<file path="config.mk">
export PLATFORM = sky130hd
export DESIGN_NAME = seg7_scanner
export DESIGN_NICKNAME = d
export VERILOG_FILES = /design/src/rtl/seg7_pkg.sv /design/src/rtl/seg7_hex_decoder.sv /design/src/rtl/seg7_scanner.sv
export SDC_FILE = /design/constraint.sdc
export NUM_CORES = 1
export LEC_CHECK = 0
export CAP_MARGIN = 30
export CORE_AREA = 3 3 114 83
export DETAILED_ROUTE_END_ITERATION = 12
export DIE_AREA = 0 0 117 86
export PLACE_DENSITY = 0.53
export SYNTH_ARGS = -nofsm -noshare
export SYNTH_HDL_FRONTEND = slang
export SYNTH_SLANG_ARGS = --single-unit
export TNS_END_PERCENT = 20
</file>
<file path="constraint.sdc">
create_clock -name mainClock -period 3.35 [get_ports mainClock]
set_input_delay 0.335 -clock mainClock [delete_from_list [all_inputs] [get_ports mainClock]]
set_output_delay 0.335 -clock mainClock [all_outputs]
set_load 0.02 [all_outputs]
</file>
<file path="src/rtl/seg7_pkg.sv">
// Shared constants for the seven-segment scanner: blank codes and the hex-to-segment table.
package seg7_pkg;

  localparam logic [6:0] SEG_BLANK = 7'h7F;
  localparam logic [3:0] ANODE_OFF = 4'b1111;

  // Active-low {g,f,e,d,c,b,a}; entry [n] is the glyph for hex digit n.
  localparam logic [15:0][6:0] HEX_SEG = {
    7'b0001110,  // F
    7'b0000110,  // E
    7'b0100001,  // d
    7'b1000110,  // C
    7'b0000011,  // b
    7'b0001000,  // A
    7'b0010000,  // 9
    7'b0000000,  // 8
    7'b1111000,  // 7
    7'b0000010,  // 6
    7'b0010010,  // 5
    7'b0011001,  // 4
    7'b0110000,  // 3
    7'b0100100,  // 2
    7'b1111001,  // 1
    7'b1000000   // 0
  };

endpackage

</file>
<file path="src/rtl/seg7_hex_decoder.sv">
// Purely combinational hex nibble to active-low seven-segment decode.
module seg7_hex_decoder
  import seg7_pkg::*;
(
  input  logic [3:0] nibble,
  output logic [6:0] seg
);

  assign seg = HEX_SEG[nibble];

endmodule

</file>
<file path="src/rtl/seg7_scanner.sv">
// Multiplexed 4-digit seven-segment scanner with per-frame shadow capture.
// Optional leading-zero blanking is enabled by defining SEG7_ZERO_BLANK_EN.
module seg7_scanner
  import seg7_pkg::*;
#(
  parameter int REFRESH_DIV = 50000
) (
  input  logic        mainClock,
  input  logic        reset,
  input  logic [15:0] value,
  input  logic [3:0]  digitEnable,
  input  logic [3:0]  dpIn,
  output logic [3:0]  anode,
  output logic [6:0]  segment,
  output logic        dpOut,
  output logic        frameDone
);

  localparam int CW = (REFRESH_DIV > 1) ? $clog2(REFRESH_DIV) : 1;
  localparam logic [CW-1:0] CNT_MAX = CW'(REFRESH_DIV - 1);

  logic [CW-1:0] cnt_q, cnt_d;
  logic [1:0]    idx_q, idx_d;
  logic [15:0]   sh_val_q, sh_val_d;
  logic [3:0]    sh_en_q, sh_en_d;
  logic [3:0]    sh_dp_q, sh_dp_d;
  logic [3:0]    anode_q, anode_d;
  logic [6:0]    seg_q, seg_d;
  logic          dp_q, dp_d;
  logic          fd_q, fd_d;
  logic          tick;
  logic          lit;
  logic [3:0]    nib;
  logic [6:0]    nib_seg;

  // Prescaler, slot index and frame shadow.
  always_comb begin
    tick     = (cnt_q == CNT_MAX);
    cnt_d    = tick ? '0 : cnt_q + CW'(1);
    idx_d    = tick ? idx_q + 2'd1 : idx_q;
    sh_val_d = sh_val_q;
    sh_en_d  = sh_en_q;
    sh_dp_d  = sh_dp_q;
    fd_d     = 1'b0;
    if (tick && (idx_q == 2'd3)) begin
      sh_val_d = value;
      sh_en_d  = digitEnable;
      sh_dp_d  = dpIn;
      fd_d     = 1'b1;
    end
  end

  // Outputs look ahead to the next index and shadow so they land together with the advance.
  assign nib = sh_val_d[{idx_d, 2'b00} +: 4];

  seg7_hex_decoder u_dec (
    .nibble(nib),
    .seg   (nib_seg)
  );

  always_comb begin
    lit = sh_en_d[idx_d];
`ifdef SEG7_ZERO_BLANK_EN
    if ((idx_d != 2'd0) && ((sh_val_d >> {idx_d, 2'b00}) == 16'h0000)) lit = 1'b0;
`endif
    anode_d = anode_q;
    seg_d   = seg_q;
    dp_d    = dp_q;
    if (tick) begin
      if (lit) begin
        anode_d = ~(4'b0001 << idx_d);
        seg_d   = nib_seg;
        dp_d    = ~sh_dp_d[idx_d];
      end else begin
        anode_d = ANODE_OFF;
        seg_d   = SEG_BLANK;
        dp_d    = 1'b1;
      end
    end
  end

  always_ff @(posedge mainClock or posedge reset) begin
    if (reset) begin
      cnt_q    <= '0;
      idx_q    <= 2'd3;
      sh_val_q <= '0;
      sh_en_q  <= '0;
      sh_dp_q  <= '0;
      anode_q  <= ANODE_OFF;
      seg_q    <= SEG_BLANK;
      dp_q     <= 1'b1;
      fd_q     <= 1'b0;
    end else begin
      cnt_q    <= cnt_d;
      idx_q    <= idx_d;
      sh_val_q <= sh_val_d;
      sh_en_q  <= sh_en_d;
      sh_dp_q  <= sh_dp_d;
      anode_q  <= anode_d;
      seg_q    <= seg_d;
      dp_q     <= dp_d;
      fd_q     <= fd_d;
    end
  end

  assign anode     = anode_q;
  assign segment   = seg_q;
  assign dpOut     = dp_q;
  assign frameDone = fd_q;

endmodule

</file>
; Yosys cells after proc, flatten, opt, wreduce, memory -nomap -nowiden
; Memories as Yosys holds them, arrays and structs flattened.
; Cells that the tools add are included.
[word_totals]
register_bits = 55
mem_bits_ro = 112
mem_count = 1
inputBits = 26
word_cells = 35
[memory_table]
columns = name, depth, width, rd, rd_ports_with_merged_regs, wr, line
row1 = (no name shown), 16, 7, 1, 0, 0, seg7_hex_decoder.sv:9  ; assign seg = HEX_SEG[nibble];
[op_classes]
bitwise = 2
n_reduce_logical = 1
n_lt_le_gt_ge = 2
n_shift = 2
n_eq_ne = 2
n_mux = 14
addsub = 2
[op_table]
columns = cell, count
row1 = $mux W16, 2
row2 = $add A16 B1 Y16 const B, 1
row3 = $eq A16 B16 Y1 const B, 1
row4 = $shiftx A16 B5 Y4, 1
row5 = $mux W7, 2
row6 = $mux W4, 3
row7 = $lt A4 B5 Y1 const B, 1
row8 = $bmux W1 S2, 2
row9 = $mux W1, 4
row10 = $not A4 Y4, 1
row11 = $shl A1 B2 Y4 const A, 1
row12 = $lt A2 B3 Y1 const B, 1
row13 = $add A2 B1 Y2 const B, 1
row14 = $eq A2 B2 Y1 const B, 1
row15 = $mux W2, 1
row16 = $logic_and A1 B1 Y1, 1
row17 = $not A1 Y1, 1

; Logic depth before layout (Yosys ltp)
[depth]
ltp_word = 7
mapped_depth = 14
ltp_nobuf = 12

; By module
; From an unflattened synthesis, not the netlist that was laid out.
[hier_totals]
hier_cells = 258
area_unflattened_um2 = 2748.9
[modules_own_cells]
columns = module, area_per_inst_um2, instances, seq_area_each_um2, cells_per_inst
row1 = seg7_scanner, 2473.6, 1, 1393.8, 226
row2 = seg7_hex_decoder, 275.3, 1, 0.0, 32

; Worst setup path before layout
; Ideal clock, no wire load.
[synth_path]
kind = register -> register
startpoint = register idx_q[1]
endpoint = register seg_q[6], in the netlist segment[6]
t_required_ns = 3.273
setup_time_ns = 0.077
slack_ns = 0.416
arrival_ns = 2.857
path_stages_with_launch = 14
path_cell_list = dfstp_2 ha_1 and4_1 nand4_1 buf_2 buf_2 mux2i_1 mux2i_1 mux2i_1 inv_1 ha_1 mux2i_1 o221ai_1 o21a_1
[synth_via]
elab_chain_cells = 7
[synth_rtl]
columns = item, line
row1 = from (decl), seg7_scanner.sv:23  ; logic [1:0] idx_q, idx_d;
row2 = from (signal assigned), seg7_scanner.sv:95  ; idx_q <= idx_d;
row3 = "parallel branches: the longest is 6 deep, another holds $mem_v2 Z16 W7", n/a
row4 = $mux W7 (*), seg7_scanner.sv:70  ; if (lit) begin
row5 = to (signal assigned), seg7_scanner.sv:100  ; seg_q <= seg_d;
row6 = to (decl), seg7_scanner.sv:28  ; logic [6:0] seg_q, seg_d;
; Every way passes the cells marked *. The select of a mux whose other input is x is not followed.
; A chain may end at the register's enable or synchronous reset.

; Worst setup path in the final report
[layout_path]
startpoint = register cnt_q[0]
endpoint = register seg_q[3], in the netlist segment[3]
[layout_via]
elab_chain_cells = 7
[layout_rtl]
columns = item, line
row1 = from (decl), seg7_scanner.sv:22  ; logic [CW-1:0] cnt_q, cnt_d;
row2 = from (signal assigned), seg7_scanner.sv:94  ; cnt_q <= cnt_d;
row3 = $eq A16 B16 Y1 (*), seg7_scanner.sv:38  ; tick = (cnt_q == CNT_MAX);
row4 = $logic_and A1 B1 Y1, seg7_scanner.sv:45  ; if (tick && (idx_q == 2'd3)) begin
row5 = $mux W16, seg7_scanner.sv:45
row6 = $shiftx A16 B5 Y4, seg7_scanner.sv:54  ; assign nib = sh_val_d[{idx_d, 2'b00} +: 4];
row7 = $mem_v2 Z16 W7, n/a
row8 = $mux W7 (implied by the code), seg7_hex_decoder.sv:9
row9 = $mux W7, seg7_scanner.sv:70
; Every way passes the cells marked *; elsewhere a longest branch is shown, timed or not. The select of a mux whose other input is x is not followed.

==> run_results.csv <==
group,metric,value,unit
status,status,"complete, no violations",
floorplanning,core-area,0.008408,mm^2
power_and_ir_drop,p_leak,1.713,nW
routing,vias,2070,
clock_tree,worstSkewPairLatency,290,ps
synthesis,syn_nets,322,
placement,place_congestion,0.8253,
clock_tree,htreeDepth,2,
cells_and_area,final_util,43.20,%
global_routing,grt_pass1_vias,2078,
clock_tree,cts_tree,"yes",
sta,setup_ws,278.6,ps
placement,pre_cts_ws,226.8,ps
cells_and_area,diodes,0,
cells_and_area,drive_gt1_share,14.76,%
clock_tree,cts_sinks,55,
sta,timing.fmax,325.6,MHz
routing,via_per_inst,4.737,
routing,routed.top_layer,"met4",
global_routing,grt_pass1_wl,10680,um
clock_tree,numCtsBuffers,5,
power_and_ir_drop,switching_share,21.00,%
synthesis,synthSimpleGateAreaFrac,17.26,%
clock_tree,clockBufferDepth,2,
floorplanning,io_pins,39,
routing,wl_met3,292,um
floorplanning,dieArea,0.01006,mm^2
synthesis,synth-edff-count,0,
clock_tree,cts_hold_buf,0,
setup_path,critPathArrivalTime,3290,ps
power_and_ir_drop,p_seq_share,52.6,%
sta,skew,7.225,ps
power_and_ir_drop,p_switching,0.2682,mW
synthesis,synth-xor-area-share,4.133,%
placement,io_buffers,38,
setup_path,path_class,"flip-flop to flip-flop",
floorplanning,placementRows,28,
synthesis,synth_compound_area_share,9.288,%
global_routing,grt_start_max_net_pins,27,
synthesis,yosysSeqAreaShare,47.46,%
setup_path,end_kind,"flip-flop",
clock_tree,root_buffer,"clkbuf_16",
routing,wl_per_cell,14.30,um
global_routing,antenna_found_initial,0,
global_routing,gr-total-overflow,0,
synthesis,ys_ff_latch,55,
power_and_ir_drop,ir_worst_vdd,0.0002873,V
setup_path,cp-start-kind,"flip-flop",
sta,slew_headroom,61.16,%
sta,tightest_slew,581.7,ps
sta,tns,0,ps
synthesis,muxShareOfSynthArea,12.95,%
routing,antenna_left,0,
global_routing,track_usage,13.59,%
power_and_ir_drop,powerDensity,351.6,mW/mm^2
cells_and_area,design_area,0.003632,mm^2
run,maxCapViolations,0,
power_and_ir_drop,internal-power,1.009,mW
floorplanning,start_util,34.93,%
synthesis,synth_top_family_by_area,"simple AND/OR/NAND/NOR gates",
routing,drtIter0Drc,91,
cells_and_area,area.growth.synth_to_final,23.69,%
routing,dr.pass1.iters,4,
synthesis,ys.flop_type,"dfrtp_1",
power_and_ir_drop,power_frac_comb,6.1,%
setup_path,worstPathRequired,3570,ps
setup_path,crit_fanout,8,
sta,fin_crit,3071,ps
synthesis,synth.avg_cell_area,10.20,um^2
sta,rsz0062_at_grt,"false",
sta,hold_viol,0,
sta,finalCritPeriodShare,91.68,%
synthesis,yosys_warnings,0,
synthesis,netlist_area,0.002937,mm^2
routing,drt-met1-wl,3426,um
floorplanning,die_h,86,um
min_path,hold_path.class,"input pin to async pin",
placement,place_area,0.003483,mm^2
synthesis,ys_types,49,
routing,wl_met2,2481,um
sta,slew_viol_final,0,
synthesis,synthAdderAreaFrac,3.409,%
sta,setup_viol,0,
routing,wl,6251,um
placement,dpl.hpwl,4584,um
cells_and_area,final_cell_mix,"41 x nand2_1, 41 x dfrtp_1, 38 x clkdlybuf4s50_1",
cells_and_area,final_nets,365,
clock_tree,path_clk_slew,70,ps
synthesis,async_flop_share,100.0,%
routing,drcViolationCount,0,
floorplanning,die_x,117,um
synthesis,synthCells,288,
power_and_ir_drop,clkPwrFrac,41.3,%
metrics by stage:
| stage | power (mW) | hold slack, ps | instances |
|---|---|---|---|
| after global placement | 0.7600 | 437.5 | 428 |
| after floorplan | 0.7169 | 425.1 | 288 |
| final | 1.277 | 425.5 | 437 |
| after CTS | 1.294 | 452.1 | 437 |
| after global routing | 1.334 | 480.5 | 437 |
| after detailed placement | 0.7632 | 453.0 | 429 |
metal layers:
| layer | track usage (%) | up-vias |
|---|---|---|
| met3 | 3.103 | 4 |
| met5 | 0 | - |
| met2 | 18.33 | 44 |
| met4 | 3.438 | 0 |
| li1 | - | 1067 |
| met1 | 21.61 | 955 |
repair_timing:
| action | 4_1_cts | 5_1_grt |
|---|---|---|
| buffers inserted | 0 | 0 |
| endpoints found under the hold margin | 0 | 0 |
| gates resized for setup | 0 | 1 |
| setup endpoints to repair | 0 | 1 |
cell families after synthesis:
logic type,after synthesis
AOI/OAI and AO/OA,41
xor gates and xnor gates,13
adders and majority gates,8
buffers and inverters,39
DFF,55
muxes,34
and+or+nand+nor,98
cell type report:
class	count	area, um^2
Sequential cell	55	1394
Clock inverter	1	5.005
Multi-Input combinational cell	194	1383
Tap cell	105	131.4
Timing Repair Buffer	50	483.0
Fill cell	829	4776
Clock buffer	7	142.6
Inverter	25	93.84
flip-flops by register name, summed over array words and instances, names as in the netlist:
register,count
sh_dp_q,4
sh_en_q,4
frameDone,1
sh_val_q,16
cnt_q,16
segment,7
idx_q,2
anode,4
dpOut,1
Yosys cell counts, types with 4 or more instances:
| cell | n | share of area, % |
|---|---|---|
| inv_1 | 24 | 3.1 |
| xnor2_1 | 5 | 1.5 |
| a211oi_1 | 5 | 1.3 |
| nor3_1 | 4 | 0.68 |
| a21oi_1 | 13 | 2.2 |
| nor2_1 | 19 | 2.4 |
| and4_1 | 4 | 1.2 |
| clkbuf_1 | 8 | 1.0 |
| and3_1 | 8 | 1.7 |
| dfrtp_1 | 41 | 35 |
| nand3_1 | 4 | 0.68 |
| ha_1 | 8 | 3.4 |
| dfstp_2 | 14 | 13 |
| nand2_1 | 41 | 5.2 |
| o21ai_0 | 6 | 1.0 |
| xor2_1 | 7 | 2.1 |
| mux2i_1 | 29 | 9.9 |
power by group through the flow:
| stage | Combinational [mW] | Sequential [mW] | Clock (mW) |
|---|---|---|---|
| finish | 0.0773 | 0.672 | 0.528 |
| CTS | 0.0793 | 0.672 | 0.543 |
| global route | 0.0871 | 0.672 | 0.574 |
| floorplan | 0.0331 | 0.684 | 0 |
| global placement | 0.0758 | 0.684 | 0 |
| detailed placement | 0.0789 | 0.684 | 0 |
worst paths after layout:
| kind | startpoint | to | slack (ps) | cells past startpoint |
|---|---|---|---|---|
| min in group mainClock | sh_val_q[0] | sh_val_q[0] | 470 | 2 |
| max in group asynchronous | reset | segment[1] | 2300 | 3 |
| worst min register to register | sh_val_q[0] | sh_val_q[0] | 470 | 2 |
| worst max-delay path | cnt_q[0] | segment[3] | 280 | 12 |
| worst max register to register | cnt_q[0] | segment[3] | 280 | 12 |
| worst min-delay path | reset | cnt_q[8] | 430 | 2 |
worst max-delay path, stage by stage, from the launching register on:
cell and delay [ps]:
dfrtp_1 400, ha_1 240, and3_1 250, and4_2 320, xnor2_2 320, mux4_2 390, mux2i_4 260, inv_1 100
ha_1 240, inv_1 90, mux2i_1 70, nor3b_1 260, nor3_2 60
(Power assumes the default switching activity.)
